===== config.mk =====
export PLATFORM = sky130hd
export DESIGN_NAME = stim_seq_gen
export DESIGN_NICKNAME = d
export VERILOG_FILES = /design/src/rtl/stim_seq_gen.sv
export SDC_FILE = /design/constraint.sdc
export NUM_CORES = 1
export LEC_CHECK = 0
export ABC_CLOCK_PERIOD_IN_PS = 4500
export CORE_MARGIN = 10
export CORE_UTILIZATION = 35
export DETAILED_ROUTE_END_ITERATION = 8
export PLACE_DENSITY = 0.61
export SLEW_MARGIN = 20
export SYNTH_ARGS = -nofsm -noshare
export SYNTH_HDL_FRONTEND = slang
export SYNTH_SLANG_ARGS = --single-unit

===== constraint.sdc =====
create_clock -name clk_top -period 4.5 [get_ports clk_top]
set_input_delay 0.45 -clock clk_top [delete_from_list [all_inputs] [get_ports clk_top]]
set_output_delay 0.45 -clock clk_top [all_outputs]
set_load 0.02 [all_outputs]

===== src/rtl/stim_seq_gen.sv =====
// rtl/stim_seq_gen.sv - stimulus pulse sequencer (a1 -> gap -> b1 -> c1 burst -> d1)
//
// Ports:
//   clk_top    single clock, all state changes on its rising edge
//   reset_n    asynchronous active-low reset
//   start      request one transaction, sampled only in IDLE
//   gap        idle cycles between a1 and b1, latched at start
//   burst_len  number of c1 cycles, latched at start
//   hold       freezes sequencing and forces the pulses low while high
//   inj_err    error-injection request, latched at start
//   a1..d1     registered stimulus pulses, at most one high per cycle
//   r1         count of completed transactions (wraps)
//   busy       high in every state except IDLE
//
// Optional feature: define STIM_SEQ_ERR_INJ_EN to make a transaction started
// with inj_err=1 skip the B state (no b1 pulse). Without it inj_err is ignored.
module stim_seq_gen #(
    parameter int CNT_W = 32
) (
    input  logic             clk_top,
    input  logic             reset_n,
    input  logic             start,
    input  logic [3:0]       gap,
    input  logic [3:0]       burst_len,
    input  logic             hold,
    input  logic             inj_err,
    output logic             a1,
    output logic             b1,
    output logic             c1,
    output logic             d1,
    output logic [CNT_W-1:0] r1,
    output logic             busy
);

    typedef enum logic [2:0] {
        S_IDLE = 3'd0,
        S_A    = 3'd1,
        S_GAP  = 3'd2,
        S_B    = 3'd3,
        S_C    = 3'd4,
        S_D    = 3'd5
    } state_t;

    // state holds the slot currently being presented on the outputs; cnt is
    // the number of further cycles left in GAP or C after the current one.
    state_t     state, state_nx;
    logic [3:0] cnt, cnt_nx;
    logic [3:0] gap_l, gap_l_nx;
    logic [3:0] burst_l, burst_l_nx;
    logic       r1_inc;
    logic       skip_b;

`ifdef STIM_SEQ_ERR_INJ_EN
    logic err_l, err_l_nx;
    assign skip_b = err_l;
`else
    logic unused_inj_err;
    assign unused_inj_err = inj_err;
    assign skip_b         = 1'b0;
`endif

    always_comb begin
        state_nx   = state;
        cnt_nx     = cnt;
        gap_l_nx   = gap_l;
        burst_l_nx = burst_l;
        r1_inc     = 1'b0;
`ifdef STIM_SEQ_ERR_INJ_EN
        err_l_nx   = err_l;
`endif
        // hold freezes everything: state, counters and latched fields.
        if (!hold) begin
            case (state)
                S_IDLE: begin
                    if (start) begin
                        gap_l_nx   = gap;
                        burst_l_nx = burst_len;
`ifdef STIM_SEQ_ERR_INJ_EN
                        err_l_nx   = inj_err;
`endif
                        state_nx   = S_A;
                    end
                end
                S_A, S_GAP: begin
                    if (state == S_A && gap_l != 4'd0) begin
                        state_nx = S_GAP;
                        cnt_nx   = gap_l - 4'd1;
                    end else if (state == S_GAP && cnt != 4'd0) begin
                        cnt_nx = cnt - 4'd1;
                    end else if (!skip_b) begin
                        state_nx = S_B;
                    end else if (burst_l != 4'd0) begin
                        state_nx = S_C;
                        cnt_nx   = burst_l - 4'd1;
                    end else begin
                        state_nx = S_D;
                    end
                end
                S_B: begin
                    if (burst_l != 4'd0) begin
                        state_nx = S_C;
                        cnt_nx   = burst_l - 4'd1;
                    end else begin
                        state_nx = S_D;
                    end
                end
                S_C: begin
                    if (cnt != 4'd0) begin
                        cnt_nx = cnt - 4'd1;
                    end else begin
                        state_nx = S_D;
                    end
                end
                S_D: begin
                    // start seen in this cycle is deliberately dropped
                    state_nx = S_IDLE;
                    r1_inc   = 1'b1;
                end
                default: state_nx = S_IDLE;
            endcase
        end
    end

    always_ff @(posedge clk_top or negedge reset_n) begin
        if (!reset_n) begin
            state   <= S_IDLE;
            cnt     <= 4'd0;
            gap_l   <= 4'd0;
            burst_l <= 4'd0;
`ifdef STIM_SEQ_ERR_INJ_EN
            err_l   <= 1'b0;
`endif
            a1      <= 1'b0;
            b1      <= 1'b0;
            c1      <= 1'b0;
            d1      <= 1'b0;
            busy    <= 1'b0;
            r1      <= '0;
        end else begin
            state   <= state_nx;
            cnt     <= cnt_nx;
            gap_l   <= gap_l_nx;
            burst_l <= burst_l_nx;
`ifdef STIM_SEQ_ERR_INJ_EN
            err_l   <= err_l_nx;
`endif
            // Pulses are decoded from the next state so they line up with it;
            // a held cycle presents no pulse.
            a1      <= !hold && (state_nx == S_A);
            b1      <= !hold && (state_nx == S_B);
            c1      <= !hold && (state_nx == S_C);
            d1      <= !hold && (state_nx == S_D);
            busy    <= (state_nx != S_IDLE);
            if (r1_inc) begin
                r1 <= r1 + 1'b1;
            end
        end
    end

endmodule


==> impl_metrics.csv <==
group,metric,value,unit
logic_synthesis,area_fraction_in_and_or_nand_and_nor_cells_after_synthesis,0.241,
place,place_hpwl,4500,um
place,placed_cells,393,
sta,timing_max_transition_violations_final,0,
global_routing,grt_pass1_vias,2103,
sta,fmax,409,MHz
drt,vias_post_dr,2078,
logic_synthesis,synth_cell_type_count,56,
clock_network,tritoncts,"done",
floorplan,coreArea,7690,um2
logic_synthesis,synthXorXnorAreaFrac,0.115,
place,placement.io_buffers,48,
cells_and_area,fillerInstances,763,
floorplan,top_level_pins,50,
clock_network,post_cts_resized,0,
global_routing,grt_antenna_before_repair,0,
drt,drt_iter0_markers,66,
pwr,p_comb_frac,0.347,
min_path,min-delay-path-class,"input pin to async pin",
logic_synthesis,synthMuxAreaShare,0.0246,
pwr,p_seq_frac,0.458,
job,maxCapViolCount,0,
sta,setup_viol,0,
cells_and_area,layout.area.seq,1300,um2
logic_synthesis,yosysSeqAreaShare,0.473,
sta,setup_tns,0,ps
clock_network,tritoncts.num_buffers,5,
cells_and_area,multi_input_combinational_cell_area,1350,um2
pwr,cellPowerDensity,434,nW/um2
clock_network,cts.sink_count,52,
clock_network,holdBufCountCts,0,
global_routing,gr-total-overflow,0,
cells_and_area,layout_commonest_cell,"sky130_fd_sc_hd__dfrtp_1",
logic_synthesis,async_flop_share,1.00,
floorplan,rows,32,
pwr,power_switching,0.000559,W
logic_synthesis,synth-main-ff-cell,"sky130_fd_sc_hd__dfrtp_1",
sta,timing_hold_violations_final,0,
logic_synthesis,syn-cell-area,2750,um2
cells_and_area,area_growth_syn_to_layout,24.1,%
clock_network,ctsHtreeMaxLevel,2,
logic_synthesis,yosys_register_bits,52,
floorplan,design.die.area,11800,um2
pwr,share_clk_of_total_power,0.194,
worst_setup_path,worst_ep_arrival_time,2700,ps
cells_and_area,final_net_count,315,
sta,period_share,0.543,
sta,rsz0062_at_grt,"false",
clock_network,clk_root_buffer_cell,"sky130_fd_sc_hd__clkbuf_8",
pwr,netSwitchingFraction,0.377,
status,outcome,"complete, no violations",
cells_and_area,commonest_non_fill_non_tap_cells_in_the_layout,"sky130_fd_sc_hd__dfrtp_1 (52), sky130_fd_sc_hd__clkdlybuf4s50_1 (47), sky130_fd_sc_hd__xor2_1 (21), sky130_fd_sc_hd__nand2_1 (19), sky130_fd_sc_hd__xnor2_1 (15)",
logic_synthesis,yosysWarningCount,0,
worst_setup_path,crit_path_end_kind,"flip-flop",
floorplan,floorplan.die.height,109,um
global_routing,largest_net_degree_at_the_start_of_global_routing,53,
drt,routed_wirelength,6190,um
logic_synthesis,dominant_combinational_cell_family_by_area_after_synthesis,"simple AND/OR/NAND/NOR gates",
drt,wl_per_cell,15.4,um
clock_network,clock_path_buffers,2,
worst_setup_path,worst_setup_path_start_kind,"input pin",
logic_synthesis,synth-edff-count,0,
floorplan,floorplan.initialDensity,0.358,
clock_network,insertion_delay,320,ps
logic_synthesis,syn-num-nets,267,
global_routing,grt_first_pass_wirelength,10400,um
cells_and_area,antennaDiodeCount,0,
pwr,peakVddDrop,224,uV
place,gpl.final_weighted_congestion,0.860,
drt,router_iterations_before_antenna_repair,4,
cells_and_area,final_layout_size_suffix_gt1_frac,0.104,
sta,timing.max_slew.rel_slack,0.561,
logic_synthesis,avgSynthCellArea,11.0,um2
pwr,p_int,0.000923,W
drt,route.antenna.remaining_nets,0,
sta,actual_slew_at_the_worst_max_slew_pin,659,ps
drt,route.detailed.vias_per_inst,5.18,
logic_synthesis,synth_adder_area_share,0.0182,
clock_network,clkTransAtPathRegs,100,ps
drt,route.detailed.drc,0,
logic_synthesis,synthCells,250,
global_routing,grt_util_all_layers,0.108,
cells_and_area,post_route_non_filler_standard_cell_count,401,
worst_setup_path,path_max_fanout,15,
worst_setup_path,crit_required,4750,ps
worst_setup_path,crit_type,"input pin to flip-flop",
clock_network,post-cts-setup-buffer-count,0,
logic_synthesis,synth_compound_area_frac,0.0938,
floorplan,floorplan.die.width,109,um
sta,final.min_clock_period,2440,ps
sta,worst_clock_skew,7.15,ps
pwr,leakage,1.49,nW
## registers in the layout, summed over array words and instances, names as in the netlist
| signal | count |
|---|---|
| c1 | 1 |
| state | 3 |
| cnt | 4 |
| burst_l | 4 |
| gap_l | 4 |
| d1 | 1 |
| a1 | 1 |
| r1 | 32 |
| busy | 1 |
| b1 | 1 |
## worst paths after layout
check / slack [ps] / depth (start not counted) / end / from
min: 220 / 2 / r1[12] / reset_n
max reg2reg: 2090 / 6 / burst_l[2] / gap_l[0]
min reg2reg: 470 / 1 / r1[31] / r1[31]
max in group asynchronous: 3830 / 2 / gap_l[3] / reset_n
max: 2060 / 5 / r1[25] / hold
min in group clk_top: 470 / 1 / r1[31] / r1[31]
## cells by family (layout without fill, tap and decap cells)
| group | Yosys count | in the layout |
|---|---|---|
| DFF | 52 | 52 |
| muxes | 6 | 6 |
| AOI/OAI and AO/OA | 32 | 32 |
| buffers and inverters | 22 | 71 |
| and+or+nand+nor | 98 | 98 |
| xor gates and xnor gates | 36 | 36 |
| adders and majority gates | 4 | 4 |
## metrics by stage
stage / worst slack (ps) / hold WS (ps) / util / cell area [um2] / power, W
floorplan: 2490 / 154 / - / 2750 / 0.00104
global placement: 1730 / 455 / 0.431 / 3320 / 0.00119
detailed placement: 1680 / 462 / 0.431 / 3320 / 0.00120
CTS: 2030 / 271 / 0.444 / 3410 / 0.00149
global route: 1850 / 293 / 0.444 / 3410 / 0.00159
finish: 2060 / 224 / 0.444 / 3410 / 0.00148
## metal layers
layer  wire length, um  vias up  global-route usage
met5                 0        -                   0
met4                77        0              0.0339
met3               408        7              0.0313
met2              3000       44               0.178
met1              2700     1029               0.132
li1                  -      998                   -
## power by group through the flow
stage | Clock, W | Combinational (W) | Sequential (W)
after floorplan | 0 | 0.000388 | 0.000656
after global placement | 0 | 0.000508 | 0.000682
after detailed placement | 0 | 0.000516 | 0.000685
after CTS | 0.000299 | 0.000519 | 0.000676
after global routing | 0.000318 | 0.000574 | 0.000696
final | 0.000288 | 0.000514 | 0.000679
## cells in the mapped netlist, types with 4 or more instances
master	count	area share
sky130_fd_sc_hd__dfrtp_1	52	0.47
sky130_fd_sc_hd__xor2_1	21	0.067
sky130_fd_sc_hd__nand2_1	19	0.026
sky130_fd_sc_hd__xnor2_1	15	0.048
sky130_fd_sc_hd__inv_1	14	0.019
sky130_fd_sc_hd__nand3_1	11	0.020
sky130_fd_sc_hd__nor2_1	11	0.015
sky130_fd_sc_hd__nand4_1	8	0.018
sky130_fd_sc_hd__nor3_1	7	0.013
sky130_fd_sc_hd__nor4_2	6	0.027
sky130_fd_sc_hd__o22ai_1	6	0.014
sky130_fd_sc_hd__nor4_1	5	0.011
sky130_fd_sc_hd__buf_2	4	0.0073
sky130_fd_sc_hd__ha_1	4	0.018
sky130_fd_sc_hd__mux2_1	4	0.016
sky130_fd_sc_hd__o21ai_0	4	0.0073
## final cells by class
class / count / area share
sequential: 52 / 0.382
clock buffer: 5 / 0.0202
timing repair buffer: 49 / 0.142
tap: 102 / 0.0374
clock inverter: 3 / 0.00734
inverter: 14 / 0.0154
multi-input combinational: 176 / 0.397
## critical path, cell delays in order
cell                              delay [ps]
sky130_fd_sc_hd__clkdlybuf4s50_1         590
sky130_fd_sc_hd__and4bb_1                530
sky130_fd_sc_hd__nand4_2                 510
sky130_fd_sc_hd__nor4_1                  430
sky130_fd_sc_hd__xor2_1                  180
Note: power is estimated with default switching activity, not from simulation.
